**src/rtl/mux2_rr_arbiter_pkg.sv**
```systemverilog
// Shared definitions for the two-requester round-robin mux arbiter:
// FSM state encodings, the default burst length and a small grant helper.
package mux2_rr_arbiter_pkg;

    typedef enum logic [1:0] {
        IDLE = 2'd0,
        OWN0 = 2'd1,
        OWN1 = 2'd2
    } arb_state_t;

    localparam int DEFAULT_MAX_BURST = 4;

    // Ownership state for requester k.
    function automatic arb_state_t own_state(input logic k);
        return k ? OWN1 : OWN0;
    endfunction

endpackage

```
**src/rtl/mux2_rr_arbiter_mux2to1.sv**
```systemverilog
// Single-bit 2:1 multiplexer used as the data-path cell of the arbiter.
// y = a when sel is 0, b when sel is 1.
module mux2to1 (
    input  logic a,
    input  logic b,
    input  logic sel,
    output logic y
);

    assign y = sel ? b : a;

endmodule

```
**src/rtl/mux2_rr_arbiter.sv**
```systemverilog
// Round-robin arbiter owning a shared 2:1 data mux in front of one valid/ready consumer.
// A grant lasts until its requester drops req or MAX_BURST beats are accepted.
module mux2_rr_arbiter
    import mux2_rr_arbiter_pkg::*;
#(
    parameter int WIDTH     = 8,
    parameter int MAX_BURST = DEFAULT_MAX_BURST
) (
    input  logic                                 clk,
    input  logic                                 rst_n,
    input  logic                                 req0,
    input  logic [WIDTH-1:0]                     data0,
    input  logic                                 req1,
    input  logic [WIDTH-1:0]                     data1,
    output logic                                 gnt0,
    output logic                                 gnt1,
    output logic                                 sel,
    output logic                                 out_valid,
    output logic [WIDTH-1:0]                     out_data,
    input  logic                                 out_ready,
    output logic [1:0]                           dbg_state,
    output logic                                 dbg_rr,
    output logic [$clog2(MAX_BURST+1)-1:0]       dbg_beat_cnt
);

    localparam int CNT_W = $clog2(MAX_BURST + 1);
    localparam logic [CNT_W-1:0] LAST_CNT = CNT_W'(MAX_BURST - 1);

    // Handshake: a beat transfers on a rising clk edge where out_valid and
    // out_ready are both high; out_valid never waits on out_ready, and the
    // owning requester keeps its data stable while req && gnt && !out_ready.

    arb_state_t       state, state_nxt;
    logic             sel_q, sel_nxt;
    logic             rr_q, rr_nxt;
    logic [CNT_W-1:0] beat_cnt, beat_cnt_nxt;

    logic owner;
    logic own_req;
    logic other_req;
    logic accept;
    logic burst_done;
    logic grant_k;

    always_ff @(posedge clk or negedge rst_n) begin
        if (!rst_n) begin
            state    <= IDLE;
            sel_q    <= 1'b0;
            rr_q     <= 1'b0;
            beat_cnt <= '0;
        end else begin
            state    <= state_nxt;
            sel_q    <= sel_nxt;
            rr_q     <= rr_nxt;
            beat_cnt <= beat_cnt_nxt;
        end
    end

    always_comb begin
        state_nxt    = state;
        sel_nxt      = sel_q;
        rr_nxt       = rr_q;
        beat_cnt_nxt = beat_cnt;
        grant_k      = 1'b0;

        owner      = (state == OWN1);
        own_req    = owner ? req1 : req0;
        other_req  = owner ? req0 : req1;
        out_valid  = (state != IDLE) && own_req;
        accept     = out_valid && out_ready;
        burst_done = accept && (beat_cnt == LAST_CNT);

        case (state)
            IDLE: begin
                if (req0 || req1) begin
                    grant_k      = (req0 && req1) ? rr_q : req1;
                    state_nxt    = own_state(grant_k);
                    sel_nxt      = grant_k;
                    rr_nxt       = !grant_k;
                    beat_cnt_nxt = '0;
                end
            end
            OWN0, OWN1: begin
                if (!own_req || burst_done) begin
                    // Release and re-arbitrate on the same edge so handover has no bubble.
                    if (other_req) begin
                        grant_k      = !owner;
                        state_nxt    = own_state(grant_k);
                        sel_nxt      = grant_k;
                        rr_nxt       = owner;
                        beat_cnt_nxt = '0;
                    end else if (own_req) begin
                        grant_k      = owner;
                        state_nxt    = own_state(grant_k);
                        sel_nxt      = grant_k;
                        rr_nxt       = !owner;
                        beat_cnt_nxt = '0;
                    end else begin
                        state_nxt    = IDLE;
                        beat_cnt_nxt = '0;
                    end
                end else if (accept) begin
                    beat_cnt_nxt = beat_cnt + CNT_W'(1);
                end
            end
            default: begin
                state_nxt    = IDLE;
                beat_cnt_nxt = '0;
            end
        endcase
    end

    assign gnt0         = (state == OWN0);
    assign gnt1         = (state == OWN1);
    assign sel          = sel_q;
    assign dbg_state    = state;
    assign dbg_rr       = rr_q;
    assign dbg_beat_cnt = beat_cnt;

    genvar i;
    generate
        for (i = 0; i < WIDTH; i++) begin : g_bit
            mux2to1 u_mux (
                .a  (data0[i]),
                .b  (data1[i]),
                .sel(sel_q),
                .y  (out_data[i])
            );
        end
    endgenerate

endmodule

```
**config.mk**
```make
export PLATFORM = sky130hd
export DESIGN_NAME = mux2_rr_arbiter
export DESIGN_NICKNAME = d
export VERILOG_FILES = /design/src/rtl/mux2_rr_arbiter_pkg.sv /design/src/rtl/mux2_rr_arbiter_mux2to1.sv /design/src/rtl/mux2_rr_arbiter.sv
export SDC_FILE = /design/constraint.sdc
export NUM_CORES = 1
export LEC_CHECK = 0
export ABC_AREA = 1
export CORE_MARGIN = 2
export CORE_UTILIZATION = 34
export CTS_CLUSTER_DIAMETER = 40
export DETAILED_ROUTE_END_ITERATION = 12
export PLACE_DENSITY = 0.85
export SYNTH_ARGS = -nofsm -noshare
export SYNTH_HDL_FRONTEND = slang
export SYNTH_HIERARCHICAL = 1
export SYNTH_SLANG_ARGS = --single-unit
```
**constraint.sdc**
```tcl
create_clock -name clk -period 1.25 [get_ports clk]
set_input_delay 0.1875 -clock clk [delete_from_list [all_inputs] [get_ports clk]]
set_output_delay 0.1875 -clock clk [all_outputs]
set_load 0.01 [all_outputs]
```
Word level (Yosys, flattened, before mapping)
Index checks and enable logic that the tools add are counted.

storage, ports and cells
  flip-flop bits (word level) = 7

operators by class
  add/sub/neg operators = 1
  equal/unequal tests = 7
  mux-type cells = 33
  reduce and logical (&&, ||, !) cells = 16

operators by type and width
  kind                   count
  $mux W1                19
  $mux W2                7
  $mux W3                3
  $ne A3 B3 Y1 const B   2
  $pmux W3 S2            1
  $logic_and A1 B1 Y1    4
  $ne A2 B2 Y1 const B   2
  $pmux W1 S2            2
  $pmux W2 S2            1
  $reduce_and A2 Y1      2
  $reduce_and A4 Y1      1
  $reduce_bool A2 Y1     2
  $add A3 B1 Y3 const B  1
  $eq A3 B2 Y1 const B   1
  $logic_not A1 Y1       3
  $eq A2 B1 Y1 const B   1
  $eq A2 B2 Y1 const B   1
  $logic_not A2 Y1       1
  $logic_or A1 B1 Y1     2
  $reduce_or A2 Y1       1

Longest topological paths before layout
  depth in word-level cells = 8
  mapped depth = 10
  mapped depth without buffers = 10

Cells and area by module
Netlist, hierarchy kept.

by module, submodules not included
  module           times used  cells each  area each (um2)
  mux2_rr_arbiter  1           80          590.6
  mux2to1          8           4           15.0

Least setup slack after synthesis
OpenSTA, ideal clock, no wires.

  kind = register to register
  start = reg state[0], in the netlist dbg_state[0]
  end = reg beat_cnt[0], in the netlist dbg_beat_cnt[0]
  arrival = 1.298 ns
  setup slack = -0.164 ns
  cell stages (with the launch flop) = 11
  buffers on the path = 0
  clock period less this slack = 1.414 ns
  cells stage by stage = dfrtp_1 > inv_1 > ha_1 > inv_2 > nand2_2 > nand2_4 > nand3_4 > nand2_4 > nor2_1 > nand2_1 > nand2_1

between the ends
  longest elaborated chain between the ends = 8
  elaborated cells on any way between the ends = 16
  classes of those cells = eq/ne (4); mux (3); reduce/logical (9)

ends and longest elaborated chain
  what                                              line                   source
  from (decl)                                       mux2_rr_arbiter.sv:33  arb_state_t state, state_nxt;
  from (signal assigned)                            mux2_rr_arbiter.sv:52  state <= state_nxt;
  $eq A2 B2 Y1 *                                    n/a
  net gnt1                                          mux2_rr_arbiter.sv:16  output logic gnt1,
  $mux W1                                           mux2_rr_arbiter.sv:67  own_req = owner ? req1 : req0;
  $logic_and A1 B1 Y1                               mux2_rr_arbiter.sv:69  out_valid = (state != IDLE) && own_req;
  $logic_and A1 B1 Y1                               mux2_rr_arbiter.sv:70  accept = out_valid && out_ready;
  $logic_and A1 B1 Y1                               mux2_rr_arbiter.sv:71  burst_done = accept && (beat_cnt == LAST_CNT);
  $logic_or A1 B1 Y1                                mux2_rr_arbiter.sv:84  if (!own_req || burst_done) begin
  $mux W3 or $ne A3 B3 Y1 (tied branches)           n/a
  $pmux W3 S2 or $reduce_and A2 Y1 (tied branches)  n/a
  to (signal assigned)                              mux2_rr_arbiter.sv:55  beat_cnt <= beat_cnt_nxt;
  to (decl)                                         mux2_rr_arbiter.sv:36  logic [CNT_W-1:0] beat_cnt, beat_cnt_nxt;

Mark *: on every way through the listed nets, which the timed path passes. The rest lies on a longest branch.
A chain may end at the register's enable or synchronous reset.

Worst setup path in the final report
  start = reg state[1], in the netlist dbg_state[1]
  end = out out_valid

between the ends
  longest elaborated chain between the ends = 3
  elaborated cells on any way between the ends = 4
  classes of those cells = eq/ne (1); mux (1); reduce/logical (2)

ends and longest elaborated chain
  what                   line                   source
  $eq A2 B2 Y1           mux2_rr_arbiter.sv:66  owner = (state == OWN1);
  $mux W1                mux2_rr_arbiter.sv:67
  $logic_and A1 B1 Y1 *  mux2_rr_arbiter.sv:69
  to (decl)              mux2_rr_arbiter.sv:18  output logic out_valid,

Mark *: on every way between the ends. The rest lies on a longest branch, timed or not.

==> qor.yml <==
leakage_nw: 0.7318
cp_top_family: "flip-flops"
drtIter0Drc: 9
finalCriticalPeriod_ns: 1.514
synth_nets: 139
cp_cell_sequence: "ha_4, inv_2, nand2_2, a21oi_1, buf_2"
syn_inst: 112
finalCritPeriodShare_pct: 121.1
gp_congestion: 0.8263
synth.ff_latch_count: 7
antenna_found_initial: 0
final_util_pct: 71.05
initial_core_util_pct: 36.22
busiest_layer: "met2"
skew_ns: 0.009456
cp_num_buf_inv: 2
drt-pass1-iter-count: 4
start_kind: "flop"
cp_max_fo: 4
p_int_mw: 1.649
finalSetupViolations: 16
grt_max_degree: 9
p_switching_mw: 1.454
finalHoldViolations: 0
swShare_pct: 46.86
path_clk_slew_ns: 0.06
numPortBuffers: 38
fmax_mhz: 660.5
post_drt_wl_per_cell_um: 12.17
drv_slew: 0
seqCellArea_um2: 177.7
dieArea_um2: 2472
p_clk_share_pct: 6.8
p_per_area_nw_per_um2: 2226
hpwl_mm: 1.786
avgSynthCellArea_um2: 6.345
met3_usage_pct: 9.697
use_met2_pct: 40.00
finalSetupTns_ns: -1.817
multi_input_area_um2: 551.8
violations: "negative setup slack"
ir_worst_vdd_uv: 1496
io_pins: 39
max_stage_delay_ns: 0.43
viasPerCell: 4.647
end_kind: "output pin"
n_fill_cell: 153
syn_to_final_growth_pct: 96.13
arrival_ns: 1.33
drv_cap: 0
clock_sinks: 7
fin_nets: 202
core_um2: 1962
ant_nets: 0
cts_tree: "done"
track_usage_pct: 20.96
finalWorstSetupSlack_ns: -0.2641
postRouteWirelength_mm: 2.447
synth.cell_area_um2: 710.7
drcViolationCount: 0
insertion_delay_ns: 0.26
dieWidth_um: 49.72
grt_pass1_wl_mm: 4.002
yosysWarnings: 6
ys_seq_area_share_pct: 24.65
dr_total_vias: 934
rsz0062_at_grt: "yes"
criticalPathCategory: "reg -> out"
grt_pass1_vias: 968
status: "finished with violations"
hold_path_class: "in -> async"
cp.required_ns: 1.06
synth.distinct_cells: 18
rows: 16
use_met1_pct: 19.36
grt_overflow_total: 0
slew_headroom_pct: 74.95
cts.path.max_buffers: 2
antennaDiodeCount: 0
p_comb_share_pct: 80.6
cts_max_level: 1
slowest_stage: "dfrtp_2"
root_buffer: "clkbuf_4"
seqPwrFrac_pct: 12.6
dp_slack_ns: -0.3987
worstMarginPinSlew_ns: 0.3744
totalPowerFinal_mw: 3.103
drive_gt1_share_pct: 45.98
cts_buffers: 3
chipHeight_um: 49.72
## repair_timing
| action | 4_1_cts | 5_1_grt |
|---|---|---|
| gates resized for setup | 81 | 23 |
| hold endpoints to repair | 0 | 0 |
| buffers inserted | 3 | 3 |
| hold buffers | 0 | 0 |
| pin swaps | 13 | 9 |
| setup endpoints to repair | 25 | 22 |
## routing by layer
layer | routed length, um | share of wire (%)
met5 | 0 | 0
met4 | 66 | 2.7
met3 | 189 | 7.7
met2 | 1282 | 52
met1 | 909 | 37
## path summary, 6_finish.rpt
check / end / slack (ns) / from / cells after the start
setup / recovery: out_valid / -0.26 / dbg_state[1] / 5
hold reg to reg: dbg_beat_cnt[2] / 0.50 / dbg_beat_cnt[2] / 2
max in group asynchronous: dbg_state[0] / 0.76 / rst_n / 1
setup reg to reg: dbg_state[1] / -0.20 / dbg_state[0] / 10
hold / removal: dbg_rr / 0.20 / rst_n / 1
min in group clk: dbg_beat_cnt[2] / 0.50 / dbg_beat_cnt[2] / 2
## Yosys cell counts
cell	count	share of area, %
nand2_1	53	28
nor2_1	4	2.1
nand3_4	1	2.5
nand2_4	2	3.2
nor2_2	1	0.88
o21ai_0	2	1.4
inv_1	14	7.4
o21ai_2	1	1.2
dfrtp_1	7	25
nand2_2	5	4.4
nand3_1	5	3.5
nand3_2	1	1.4
o211ai_2	1	1.8
inv_2	4	2.1
a21oi_1	3	2.1
buf_6	1	1.6
ha_1	6	11
a21oi_2	1	1.2
## power by group through the flow
stage / combinational, mW / clock, mW / sequential [mW]
2_1_floorplan: 1.10 / 0 / 0.487
3_3_place_gp: 2.05 / 0 / 0.377
3_5_place_dp: 2.13 / 0 / 0.383
4_1_cts: 2.23 / 0.221 / 0.387
5_1_grt: 2.73 / 0.231 / 0.401
6_report: 2.50 / 0.212 / 0.390
## flip-flops by register name (all words and copies together) (netlist names)
register,flops
dbg_rr,1
dbg_state,2
dbg_beat_cnt,3
sel,1
## logic make-up after synthesis
logic type	after synthesis	synth area share [%]
DFF	7	24.65
adders and majority gates	6	10.56
and+or+nand+nor	72	45.95
AOI/OAI and AO/OA	8	7.746
buffers and inverters	19	11.09
## through the flow
step / instances / hold WS [ns] / area (um^2)
3_5_place_dp: 192 / 0.4801 / 1264
6_report: 201 / 0.1993 / 1394
2_1_floorplan: 112 / -0.1081 / 740.7
3_3_place_gp: 192 / 0.4847 / 1264
5_1_grt: 201 / 0.2161 / 1394
4_1_cts: 199 / 0.2012 / 1306
## cell type report
type | instances | area share [%]
Multi-Input combinational cell | 86 | 39.59
Timing Repair Buffer | 59 | 37.61
Sequential cell | 7 | 12.75
Inverter | 18 | 5.745
Tap cell | 27 | 2.424
Clock buffer | 4 | 1.885
## cell usage in the layout, fill, tap and decap left out, types with 2 or more instances in the layout
cell             instances
nand2_2                 10
inv_1                    3
inv_2                   10
clkbuf_4                 3
nand2_4                  3
nor2_2                   3
clkdlybuf4s15_1          2
ha_1                     3
buf_2                    9
nand2_1                 46
buf_4                   12
nor2_1                   2
nand3_1                  5
dfrtp_1                  5
dlygate4sd2_1            2
ha_4                     3
inv_4                    5
a21oi_1                  3
dfrtp_2                  2
clkdlybuf4s50_1         20
buf_6                   13
## worst register-to-register path: cells and delay by family (launching register included)
kind	cells	cell delay [ns]
AOI/OAI and AO/OA	1	0.23
adders and majority gates	1	0.15
buffers and inverters	4	0.33
DFF	1	0.37
and+or+nand+nor	4	0.27
(Power assumes the default switching activity.)
